`src/rtl/hams_sort_sequencer_if.sv`:
```
// Job, load-handshake and sort-stage control signals of the HAMS sort sequencer.
// The master modport is the environment (host plus sort stages); the slave modport is the sequencer.
interface hams_sort_sequencer_if #(
    parameter int CNT_WIDTH = 11
);
    logic                 job_start;
    logic [CNT_WIDTH-1:0] job_len;
    logic                 job_abort;
    logic                 pause_req;
    logic                 job_busy;
    logic                 job_done;
    logic                 job_err;
    logic [1:0]           err_code;
    logic                 load_vld;
    logic                 load_rdy;
    logic                 bs_data_in_vld;
    logic                 bs_rdy;
    logic                 bs_start;
    logic                 bs_pause;
    logic                 bs_complete;
    logic                 fifo_empty;
    logic                 ms_start;
    logic                 ms_pause;
    logic                 ms_done;
    logic [2:0]           state_o;

    modport master (
        output job_start, job_len, job_abort, pause_req, load_vld,
               bs_rdy, bs_complete, fifo_empty, ms_done,
        input  job_busy, job_done, job_err, err_code, load_rdy,
               bs_data_in_vld, bs_start, bs_pause, ms_start, ms_pause, state_o
    );

    modport slave (
        input  job_start, job_len, job_abort, pause_req, load_vld,
               bs_rdy, bs_complete, fifo_empty, ms_done,
        output job_busy, job_done, job_err, err_code, load_rdy,
               bs_data_in_vld, bs_start, bs_pause, ms_start, ms_pause, state_o
    );
endinterface

```
`src/rtl/hams_sort_sequencer.sv`:
```
// Job-level controller for the HAMS sort pipeline: validates a job, gates the record
// load into the bitonic stage, launches bitonic and merge together and waits for both.
module hams_sort_sequencer #(
    parameter int NUM_ELEMENTS = 4,
    parameter int MAX_RECORDS  = 1024,
    parameter int CNT_WIDTH    = $clog2(MAX_RECORDS + 1),
    parameter int WDOG_CYCLES  = 65535
) (
    input  logic                   clk,
    input  logic                   rst,
    hams_sort_sequencer_if.slave   bus
);
    localparam int WD_W = $clog2(WDOG_CYCLES + 1);

    typedef enum logic [2:0] {
        S_IDLE   = 3'd0,
        S_LOAD   = 3'd1,
        S_LAUNCH = 3'd2,
        S_RUN    = 3'd3,
        S_FINISH = 3'd4
    } state_e;

    state_e               state_q, state_d;
    logic [CNT_WIDTH-1:0] len_q, len_d;
    logic [CNT_WIDTH-1:0] cnt_q, cnt_d;
    logic                 bs_seen_q, bs_seen_d;
    logic                 ms_seen_q, ms_seen_d;
    logic [1:0]           err_code_q, err_code_d;
    logic                 err_q, err_d;
    logic [WD_W-1:0]      wdog_q, wdog_d;
    logic                 pause_q, pause_d;

    logic load_rdy, bs_vld, start_pulse, pause_out, done_pulse;

    function automatic logic len_bad(input logic [CNT_WIDTH-1:0] len);
        return (len == '0)
            || (32'(len) > 32'(MAX_RECORDS))
            || ((32'(len) % 32'(NUM_ELEMENTS)) != 32'd0);
    endfunction

    always_comb begin
        state_d     = state_q;
        len_d       = len_q;
        cnt_d       = cnt_q;
        bs_seen_d   = bs_seen_q;
        ms_seen_d   = ms_seen_q;
        err_code_d  = err_code_q;
        err_d       = 1'b0;
        wdog_d      = wdog_q;
        pause_d     = bus.pause_req;
        load_rdy    = 1'b0;
        bs_vld      = 1'b0;
        start_pulse = 1'b0;
        pause_out   = 1'b0;
        done_pulse  = 1'b0;

        // Abort wins over every other action and leaves all sort-stage outputs low.
        if (bus.job_abort && (state_q != S_IDLE)) begin
            state_d    = S_IDLE;
            err_d      = 1'b1;
            err_code_d = 2'd3;
        end else begin
            case (state_q)
                S_IDLE: begin
                    if (bus.job_start) begin
                        if (len_bad(bus.job_len)) begin
                            err_d      = 1'b1;
                            err_code_d = 2'd1;
                        end else begin
                            len_d      = bus.job_len;
                            cnt_d      = '0;
                            bs_seen_d  = 1'b0;
                            ms_seen_d  = 1'b0;
                            err_code_d = 2'd0;
                            state_d    = S_LOAD;
                        end
                    end
                end
                S_LOAD: begin
                    load_rdy = bus.bs_rdy;
                    bs_vld   = bus.load_vld && bus.bs_rdy;
                    if (bs_vld) begin
                        cnt_d = cnt_q + CNT_WIDTH'(1);
                        if (cnt_d == len_q) state_d = S_LAUNCH;
                    end
                end
                S_LAUNCH: begin
                    start_pulse = 1'b1;
                    wdog_d      = '0;
                    state_d     = S_RUN;
                end
                S_RUN: begin
                    pause_out = pause_q;
                    bs_seen_d = bs_seen_q || bus.bs_complete;
                    ms_seen_d = ms_seen_q || bus.ms_done;
                    if (bs_seen_d && ms_seen_d) begin
                        state_d = S_FINISH;
                    end else if (!bus.fifo_empty || bus.bs_complete || bus.ms_done) begin
                        wdog_d = '0;
                    end else if (!pause_q) begin
                        if (wdog_q == WD_W'(WDOG_CYCLES - 1)) begin
                            state_d    = S_IDLE;
                            err_d      = 1'b1;
                            err_code_d = 2'd2;
                        end else begin
                            wdog_d = wdog_q + WD_W'(1);
                        end
                    end
                end
                S_FINISH: begin
                    done_pulse = 1'b1;
                    state_d    = S_IDLE;
                end
                default: state_d = S_IDLE;
            endcase
        end
    end

    always_ff @(posedge clk) begin
        if (rst) begin
            state_q    <= S_IDLE;
            len_q      <= '0;
            cnt_q      <= '0;
            bs_seen_q  <= 1'b0;
            ms_seen_q  <= 1'b0;
            err_code_q <= 2'd0;
            err_q      <= 1'b0;
            wdog_q     <= '0;
            pause_q    <= 1'b0;
        end else begin
            state_q    <= state_d;
            len_q      <= len_d;
            cnt_q      <= cnt_d;
            bs_seen_q  <= bs_seen_d;
            ms_seen_q  <= ms_seen_d;
            err_code_q <= err_code_d;
            err_q      <= err_d;
            wdog_q     <= wdog_d;
            pause_q    <= pause_d;
        end
    end

    assign bus.job_busy       = (state_q != S_IDLE);
    assign bus.job_done       = done_pulse;
    assign bus.job_err        = err_q;
    assign bus.err_code       = err_code_q;
    assign bus.load_rdy       = load_rdy;
    assign bus.bs_data_in_vld = bs_vld;
    assign bus.bs_start       = start_pulse;
    assign bus.ms_start       = start_pulse;
    assign bus.bs_pause       = pause_out;
    assign bus.ms_pause       = pause_out;
    assign bus.state_o        = state_q;
endmodule

```
`src/flat_wrapper.sv`:
```
// flat-port wrapper written by rule: the top's interface ports become plain ports
module hams_sort_sequencer_flat 
#(
    parameter int NUM_ELEMENTS = 4,
    parameter int MAX_RECORDS  = 1024,
    parameter int CNT_WIDTH    = $clog2(MAX_RECORDS + 1),
    parameter int WDOG_CYCLES  = 65535
)
  (clk, rst, bus_job_start, bus_job_len, bus_job_abort, bus_pause_req, bus_load_vld, bus_bs_rdy, bus_bs_complete, bus_fifo_empty, bus_ms_done, bus_job_busy, bus_job_done, bus_job_err, bus_err_code, bus_load_rdy, bus_bs_data_in_vld, bus_bs_start, bus_bs_pause, bus_ms_start, bus_ms_pause, bus_state_o);
  hams_sort_sequencer_if #(.CNT_WIDTH(CNT_WIDTH)) bus_i ();
  input  logic clk;
  input  logic rst;
  input wire logic [$bits(bus_i.job_start)-1:0] bus_job_start;
  input wire logic [$bits(bus_i.job_len)-1:0] bus_job_len;
  input wire logic [$bits(bus_i.job_abort)-1:0] bus_job_abort;
  input wire logic [$bits(bus_i.pause_req)-1:0] bus_pause_req;
  input wire logic [$bits(bus_i.load_vld)-1:0] bus_load_vld;
  input wire logic [$bits(bus_i.bs_rdy)-1:0] bus_bs_rdy;
  input wire logic [$bits(bus_i.bs_complete)-1:0] bus_bs_complete;
  input wire logic [$bits(bus_i.fifo_empty)-1:0] bus_fifo_empty;
  input wire logic [$bits(bus_i.ms_done)-1:0] bus_ms_done;
  output wire logic [$bits(bus_i.job_busy)-1:0] bus_job_busy;
  output wire logic [$bits(bus_i.job_done)-1:0] bus_job_done;
  output wire logic [$bits(bus_i.job_err)-1:0] bus_job_err;
  output wire logic [$bits(bus_i.err_code)-1:0] bus_err_code;
  output wire logic [$bits(bus_i.load_rdy)-1:0] bus_load_rdy;
  output wire logic [$bits(bus_i.bs_data_in_vld)-1:0] bus_bs_data_in_vld;
  output wire logic [$bits(bus_i.bs_start)-1:0] bus_bs_start;
  output wire logic [$bits(bus_i.bs_pause)-1:0] bus_bs_pause;
  output wire logic [$bits(bus_i.ms_start)-1:0] bus_ms_start;
  output wire logic [$bits(bus_i.ms_pause)-1:0] bus_ms_pause;
  output wire logic [$bits(bus_i.state_o)-1:0] bus_state_o;
  assign bus_i.job_start = bus_job_start;
  assign bus_i.job_len = bus_job_len;
  assign bus_i.job_abort = bus_job_abort;
  assign bus_i.pause_req = bus_pause_req;
  assign bus_i.load_vld = bus_load_vld;
  assign bus_i.bs_rdy = bus_bs_rdy;
  assign bus_i.bs_complete = bus_bs_complete;
  assign bus_i.fifo_empty = bus_fifo_empty;
  assign bus_i.ms_done = bus_ms_done;
  assign bus_job_busy = bus_i.job_busy;
  assign bus_job_done = bus_i.job_done;
  assign bus_job_err = bus_i.job_err;
  assign bus_err_code = bus_i.err_code;
  assign bus_load_rdy = bus_i.load_rdy;
  assign bus_bs_data_in_vld = bus_i.bs_data_in_vld;
  assign bus_bs_start = bus_i.bs_start;
  assign bus_bs_pause = bus_i.bs_pause;
  assign bus_ms_start = bus_i.ms_start;
  assign bus_ms_pause = bus_i.ms_pause;
  assign bus_state_o = bus_i.state_o;
  hams_sort_sequencer #(.NUM_ELEMENTS(NUM_ELEMENTS), .MAX_RECORDS(MAX_RECORDS), .CNT_WIDTH(CNT_WIDTH), .WDOG_CYCLES(WDOG_CYCLES)) u_core (.clk(clk), .rst(rst), .bus(bus_i));
endmodule
```
`config.mk`:
```
export PLATFORM = sky130hd
export DESIGN_NAME = hams_sort_sequencer_flat
export DESIGN_NICKNAME = d
export VERILOG_FILES = /design/src/rtl/hams_sort_sequencer_if.sv /design/src/rtl/hams_sort_sequencer.sv /design/src/flat_wrapper.sv
export SDC_FILE = /design/constraint.sdc
export NUM_CORES = 1
export LEC_CHECK = 0
export ABC_AREA = 1
export CORE_MARGIN = 8
export CORE_UTILIZATION = 45
export DETAILED_ROUTE_END_ITERATION = 12
export PLACE_DENSITY = 0.67
export SYNTH_ARGS = -nofsm -noshare
export SYNTH_HDL_FRONTEND = slang
export SYNTH_SLANG_ARGS = --single-unit
```
`constraint.sdc`:
```
create_clock -name clk -period 2.45 [get_ports clk]
set_clock_uncertainty 0.05 [all_clocks]
set_input_delay 0.3675 -clock clk [delete_from_list [all_inputs] [get_ports clk]]
set_output_delay 0.3675 -clock clk [all_outputs]
set_load 0.005 [all_outputs]
```
# ---- After elaboration in Yosys (flattened, before gate mapping)
# Cells that the tools add are included.
dict set report word_totals {
  reg_bits 47
  latch_bits 0
  mem_bits_rw 0
  mem_bits_ro 0
  inputBits 21
  elab_cells 108
  memories 0
}
dict set report classes {
  n_addsub 2
  n_mul 0
  n_div 0
  order_cmp 1
  n_eq_ne 21
  shift 0
  n_mux 48
  n_bitwise 2
  n_reduce_logical 25
}
# cell n
set ops {}
lappend ops {{$mux 16} 4}
lappend ops {{$mux 11} 3}
lappend ops {{$pmux 16 s2} 1}
lappend ops {{$reduce_bool 32->1} 1}
lappend ops {{$mux 3} 8}
lappend ops {{$pmux 11 s2} 1}
lappend ops {{$mux 1} 20}
lappend ops {{$add 16x1->16 const B} 1}
lappend ops {{$eq 16x16->1 const B} 1}
lappend ops {{$ne 3x2->1 const B} 5}
lappend ops {{$mux 2} 6}
lappend ops {{$pmux 3 s4} 1}
lappend ops {{$add 11x1->11 const B} 1}
lappend ops {{$eq 11x11->1} 1}
lappend ops {{$gt 11x11->1 const B} 1}
lappend ops {{$logic_not 11->1} 1}
lappend ops {{$reduce_and 5->1} 2}
lappend ops {{$ne 3x3->1 const B} 3}
lappend ops {{$reduce_and 4->1} 2}
lappend ops {{$reduce_and 7->1} 1}
lappend ops {{$eq 3x2->1 const B} 2}
lappend ops {{$logic_or 1x1->1} 6}
lappend ops {{$ne 2x2->1 const B} 3}
lappend ops {{$ne 3x1->1 const B} 2}
lappend ops {{other kinds (13)} 22}

# ---- Depth between registers and ports, before layout
# Gate-level depths: netlist of run 1.
dict set report logic_depth {
  depth_word 7
  mapped_depth 15
  mapped_depth_nobuf 15
}

# ---- Worst setup path before layout of run 1
# No wires, ideal clock.
dict set report synth_path {
  path_kind {register -> output}
  startpoint {register u_core.state_q[0] (netlist: u_core.bus.state_o[0])}
  endpoint {output bus_bs_data_in_vld}
  arrival_time_ns 1.164
  slack_ns 0.869
  path_stages_with_launch 9
  path_buffers 1
  path_cell_list {dfxtp_1 > nor2_2 > nand2_4 > clkinv_2 > nor2_4 > nor3_4 > nand2_2 > inv_2 > buf_6}
}
dict set report synth_between {
  elab_chain_cells 3
  word_cells_on_any_way 5
  classes_between {eq/ne: 1; mux: 2; reduce/logical: 2}
}
# item line_no
set synth_lines {}
lappend synth_lines {{start, declared} hams_sort_sequencer.sv:23} ;# state_e state_q, state_d;
lappend synth_lines {{start signal, assigned} hams_sort_sequencer.sv:131} ;# state_q <= state_d;
lappend synth_lines {{$reduce_bool 3->1} n/a}
lappend synth_lines {{net bus_job_busy} flat_wrapper.sv:22} ;# output wire logic [$bits(bus_i.job_busy)-1:0] bus_job_busy;
lappend synth_lines {{$logic_and 1x1->1} hams_sort_sequencer.sv:58} ;# if (bus.job_abort && (state_q != S_IDLE)) begin
lappend synth_lines {{$mux 1} hams_sort_sequencer.sv:58}
lappend synth_lines {{end, declared} flat_wrapper.sv:27} ;# output wire logic [$bits(bus_i.bs_data_in_vld)-1:0] bus_bs_data_in_vld;
# The timed path passes the listed nets, and every way through them passes these cells.

# ---- Worst setup path after layout of run 1
dict set report layout_path {
  startpoint {register u_core.state_q[0] (netlist: u_core.bus.state_o[0])}
  endpoint {output bus_bs_data_in_vld}
}
dict set report layout_between {
  elab_chain_cells 3
  word_cells_on_any_way 5
  classes_between {eq/ne: 1; mux: 2; reduce/logical: 2}
}
# item line_no
set layout_lines {}
lappend layout_lines {{$eq 3x1->1 or $reduce_bool 3->1 (tied branches)} {hams_sort_sequencer.sv:63, hams_sort_sequencer.sv:58}}
lappend layout_lines {{$mux 1 or $logic_and 1x1->1 (tied branches)} {hams_sort_sequencer.sv:63, hams_sort_sequencer.sv:58}}
lappend layout_lines {{$mux 1 *} hams_sort_sequencer.sv:58}
# Mark *: on every way between the ends. The rest lies on a longest branch, timed or not.

==> results of run 1 <==
-- worst register-to-register path: stages, from the launching register on --
cell and delay, ns:
dfxtp_1 0.40, ha_1 0.20, nand2_2 0.13, nor2_1 0.16, nand3b_1 0.12, nand2_1 0.10
nand2_1 0.05, nand2_1 0.05, nand2_1 0.06, nor2_1 0.10, nand3_1 0.12, nand2_1 0.11
nand3_1 0.07, nand2_1 0.06, inv_1 0.03
-- how the worst max path moves through the flow --
stage	slack (ns)	startpoint	cells after the start	end
2_1_floorplan	0.87	u_core.bus.state_o[0]	8	bus_bs_data_in_vld
3_3_place_gp	0.21	bus_job_abort	7	bus_bs_data_in_vld
3_5_place_dp	0.19	bus_job_abort	7	bus_bs_data_in_vld
4_1_cts	0.09	u_core.bus.state_o[0]	5	bus_bs_pause
5_1_grt	0.003	u_core.bus.state_o[0]	8	bus_bs_data_in_vld
6_report	0.11	u_core.bus.state_o[0]	8	bus_bs_data_in_vld
-- metrics by stage --
stage / hold WS [ns] / area (sq um)
final: 0.409 / 3340
after global routing: 0.450 / 3340
after CTS: 0.410 / 3340
after detailed placement: 0.398 / 3250
after global placement: 0.396 / 3250
after floorplan: 0.388 / 2850
-- cell families (layout without fill, tap and decap cells) --
group / after synthesis / in the layout / synth area share, %
buffers and inverters: 72 / 108 / 10.6
AO/OA/AOI/OAI: 66 / 66 / 12.7
XOR/XNOR: 5 / 5 / 2.02
adder cells (fa/ha/maj): 3 / 3 / 1.32
flip-flops: 47 / 47 / 33.1
AND/OR/NAND/NOR: 249 / 249 / 40.3
-- synthesized netlist by cell type --
cell	instances	area [sq um]
nand2_4	1	11.3
clkinv_2	1	5.00
nand2_2	4	25.0
nor3_2	2	20.0
nor2_4	4	45.0
xnor2_1	1	8.76
buf_6	2	22.5
nand3b_1	3	22.5
nor2_2	3	18.8
nor4_1	1	6.26
inv_1	53	199
o31ai_1	1	7.51
or2_0	1	6.26
xor2_1	3	26.3
buf_2	1	5.00
nand3_4	1	17.5
nand2_1	119	447
o22ai_2	1	12.5
nor3_4	1	16.3
o22ai_1	1	6.26
nor3b_2	1	12.5
inv_4	1	6.26
nand4_1	5	31.3
nor2_1	62	233
a21oi_4	1	16.3
inv_2	8	30.0
clkbuf_1	3	11.3
o21ai_1	6	30.0
nand3_1	26	130
dfxtp_1	47	941
ha_1	3	37.5
nand3_2	6	60.1
nor3_1	9	45.0
o21ai_0	20	100
buf_4	3	22.5
xnor3_1	1	22.5
a21oi_1	34	170
o21ai_2	2	17.5
-- registers in the layout (all words and copies together) (netlist names) --
register / count
u_core.bus.state_o: 3
u_core.bus.err_code: 2
u_core.bs_seen_q: 1
u_core.bus.job_err: 1
u_core.len_q: 11
u_core.cnt_q: 11
u_core.ms_seen_q: 1
u_core.wdog_q: 16
u_core.pause_q: 1
-- layout make-up --
cell class                      count  area share (%)
Clock buffer                        6            2.47
Sequential cell                    47            28.2
Timing Repair Buffer               38            11.1
Multi-Input combinational cell    323            48.0
Inverter                           63            7.20
Tap cell                           77            2.89
Clock inverter                      1           0.150
-- per-layer routing --
layer  vias to the layer above  GRT usage (%)
met1                      1254           18.9
met3                         8           4.41
li1                       1477              -
met4                         0           4.48
met2                        50           27.0
met5                         -              0
-- power groups by stage --
stage               clock network (mW)  registers (mW)  logic (mW)
floorplan                            0           0.824       0.195
finish                           0.481           0.809       0.318
CTS                              0.488           0.809       0.321
global placement                     0           0.826       0.316
detailed placement                   0           0.826       0.319
global route                     0.524           0.812       0.356
==> qor.csv, run 1 <==
metric,value,unit
status,completed,
crit_arrival,1.92,ns
top_layer_used,met4,
max_cap_viol_count,0,
period_needed,2.34,ns
cp.buffers_inverters,3,
finalCritPeriodShare,95.3,%
fin_cells,555,
fp.dieW,95.5,um
overflow,0,
hp-start,u_core.len_q[0],
detail_route.wl_per_cell,12.2,um
r2r_setup_slack,0.56,ns
swShare,28.6,%
slew_headroom,79.0,%
gp_congestion,0.908,
drc,0,
dieHeight,95.5,um
dp_slack,0.191,ns
critPathMaxFanout,6,
clk_pin_slew_worst_paths,0.08,ns
grt_max_degree,20,
fill_cells,620,
cts_tree,yes,
p_leak,1.30,nW
track_usage,15.8,%
multi_input_area,1600,sq um
cts.htree.levels,2,
criticalPathCategory,register to output pin,
required,2.03,ns
postCtsResizedCells,0,
pwr-share-comb,19.8,%
grt_pass1_wl,11500,um
cts_buffer_depth,2,
met2_length,3180,um
drt_wl_total,6770,um
cts_buffers,5,
dr.pass1.iters,4,
drv_slew,0,
p_per_area,481,nW/um^2
wl_met1,3170,um
initial_core_util,45.6,%
syn_avg_cell_area,6.44,sq um
yosysSeqAreaShare,33.1,%
finalNetCount,502,
yosysWarningCount,0,
hold_viol_final,0,
num_rows,29,
synth-seq-cells,47,
synth_nets,466,
min_path_cells,2,
cpLargestDelayFamily,buffers and inverters,
antenna_found_initial,0,
drt-initial-drc-count,146,
detailed_place_hpwl,5340,um
layout_setup_ws,0.115,ns
cellInternalPower,1.15,mW
tns,0,ns
mostFrequentLayoutCell,nand2_1,
p_sw,459,uW
grt_setup_unrepaired,false,
vdd_ir_drop_max,385,uV
dp.cells,548,
grt_pass1_vias,2613,
drtAntennaViolNets,0,
clkSinkCount,47,
p_seq_share,50.3,%
port_buffers,34,
clock.fmax,0.428,GHz
end_kind,output pin,
power,1.61,mW
reg2reg_to,u_core.bus.state_o[0],
vias,2789,
regArea,941,sq um
final_core_util,53.5,%
reg2reg_depth,14,
worstPathCellList,"nor2_2, nand2_4, clkinv_2, nor2_4, nor3_4, nand2_2, inv_2, clkdlybuf4s50_1",
areaGrowthSynthToFinish,17.3,%
io_pins,35,
cts_hold_buf,0,
p_clk_share,29.9,%
vias_per_cell,5.03,
die-area,9120,sq um
slowest_delay,0.49,ns
slowest_stage,clkdlybuf4s50_1,
final_cell_mix,"119 x nand2_1, 62 x nor2_1, 53 x inv_1",
worstMarginPinSlew,0.312,ns
coreArea,6240,sq um
finalSetupViolations,0,
hold_class,register to register,
wl_met3,350,um
r2r-start,u_core.cnt_q[0],
synth.distinct_cells,38,
min_to,u_core.len_q[0],
cts_setup_buffers,0,
netlist_instances,442,
start_kind,register,
clock_latency,0.30,ns
layout-drive-gt1-share,10.0,%
antenna_cells,0,
netlist_area,2850,sq um
cts_root_buf,clkbuf_8,
(Power assumes the default switching activity.)
==> inputs of run 2 (changes only) <==
Settings changed: CELL_PAD_IN_SITES_DETAIL_PLACEMENT set to 0, CELL_PAD_IN_SITES_GLOBAL_PLACEMENT set to 1, CORE_ASPECT_RATIO set to 0.5, CORE_UTILIZATION 45 to 42, PLACE_DENSITY 0.67 to not set, PLACE_DENSITY_LB_ADDON set to 0.1, RECOVER_POWER set to 25.
==> run 2 against run 1 <==
Net effect:
- count of clock-buffer cells in the layout unchanged
- flip-flop and latch count is the same
- global-route usage decreased by 0.42 points
- sequential power is essentially flat
- non-clock buffer count unchanged
- via count decreased by 0.32%
- clock power grew 83%
- critical endpoint unchanged
==> qor.csv, run 2 (synthesized netlist as in run 1, its figures left out) <==
metric,value,unit
tns,0,ns
grt_setup_unrepaired,false,
finalSetupViolations,0,
cts_buffers,5,
worstMarginPinSlew,1.14,ns
grt_pass1_wl,12300,um
hold_ws,0.412,ns
dieHeight,74.2,um
vias,2780,
num_rows,21,
areaGrowthSynthToFinish,21.2,%
clock_latency,0.29,ns
vdd_ir_drop_max,281,uV
cts.htree.levels,2,
power,2.00,mW
drt-initial-drc-count,122,
drc,0,
criticalPathCategory,register to output pin,
end_kind,output pin,
clock.fmax,0.436,GHz
hold_class,register to register,
status,completed,
port_buffers,34,
layout-drive-gt1-share,9.81,%
required,2.03,ns
grt_pass1_vias,2696,
detail_route.wl_per_cell,12.8,um
cts_root_buf,clkbuf_16,
fill_cells,691,
fp.dieW,132,um
p_leak,1.35,nW
coreArea,6620,sq um
track_usage,15.4,%
drtAntennaViolNets,0,
critPathMaxFanout,6,
grt_max_degree,22,
p_per_area,581,nW/um^2
final_core_util,52.1,%
dr.pass1.iters,4,
detailed_place_hpwl,5600,um
antenna_cells,0,
mostFrequentLayoutCell,nand2_1,
r2r_setup_slack,0.59,ns
final_cell_mix,"119 x nand2_1, 62 x nor2_1, 53 x inv_1",
antenna_found_initial,0,
max_cap_viol_count,0,
top_register,u_core.wdog_q,
finalCritPeriodShare,93.7,%
crit_arrival,1.88,ns
top_regs,"u_core.wdog_q x16, u_core.cnt_q x11, u_core.len_q x11",
cts_buffer_depth,2,
drt_wl_total,7280,um
clk_pin_slew_worst_paths,0.07,ns
vias_per_cell,4.87,
cts_setup_buffers,0,
io_pins,35,
overflow,0,
finalNetCount,502,
die-area,9820,sq um
clkSinkCount,47,
initial_core_util,43.0,%
hold_viol_final,0,
gp_congestion,0.834,
cts_tree,yes,
slew_headroom,24.1,%
drv_slew,0,
largest_register_ffs,16,
start_kind,register,
period_needed,2.29,ns
==> run 2: cell types whose count changed in the layout (fill, tap and decap cells not counted), sizes merged <==
cell           change
clkinv             -1
dlygate4sd3        +5
bufinv             +2
clkbuf             +2
buf                -2
clkdlybuf4s50      -5
==> run 2: path summary, 6_finish.rpt <==
kind	startpoint	endpoint	depth (start not counted)
hold reg to reg	u_core.len_q[1]	u_core.len_q[1]	2
hold / removal	u_core.len_q[1]	u_core.len_q[1]	2
setup reg to reg	u_core.wdog_q[0]	u_core.wdog_q[6]	11
setup / recovery	u_core.bus.state_o[0]	bus_bs_data_in_vld	8
==> run 2: repair_timing <==
action,in CTS,in global routing
setup endpoints to repair,0,3
resized for setup,0,2
hold buffers,0,0
==> run 2: per-layer routing <==
layer | vias to the layer above | global-route usage (%) | wire length (um)
li1 | 1479 | - | -
met1 | 1263 | 17.2 | 3330
met2 | 28 | 29.6 | 3670
met3 | 10 | 3.71 | 215
met4 | 0 | 3.49 | 62
met5 | - | 0 | 0
==> run 2: report_power, final <==
group	switching, mW	total, mW	internal [mW]
Combinational	0.181	0.313	0.132
Sequential	0.0202	0.809	0.789
Clock	0.296	0.882	0.585
==> run 2: worst max-delay path, cell delays in order (launching register included) <==
cell             delay, ns
dfxtp_2               0.36
nor2_2                0.20
nand2_4               0.10
clkinv_2              0.08
nor2_4                0.05
nor3_4                0.13
nand2_2               0.10
inv_2                 0.07
clkdlybuf4s50_1       0.49
==> run 2: stage by stage <==
| step | setup slack (ns) | instances | area (sq um) |
|---|---|---|---|
| finish | 0.155 | 571 | 3450 |
| CTS | 0.0908 | 571 | 3460 |
| global route | 0.0125 | 571 | 3450 |
| floorplan | 0.869 | 442 | 2850 |
| detailed placement | 0.153 | 563 | 3270 |
| global placement | 0.186 | 563 | 3270 |
==> run 2: area by class of cell <==
cell class                      instances  area (sq um)  share of cell area [%]
Clock inverter                          2          60.1                    1.74
Tap cell                               92           115                    3.34
Clock buffer                            6           129                    3.74
Sequential cell                        47           943                    27.3
Timing Repair Buffer                   38           363                    10.5
Multi-Input combinational cell        323          1600                    46.4
Inverter                               63           240                    6.96
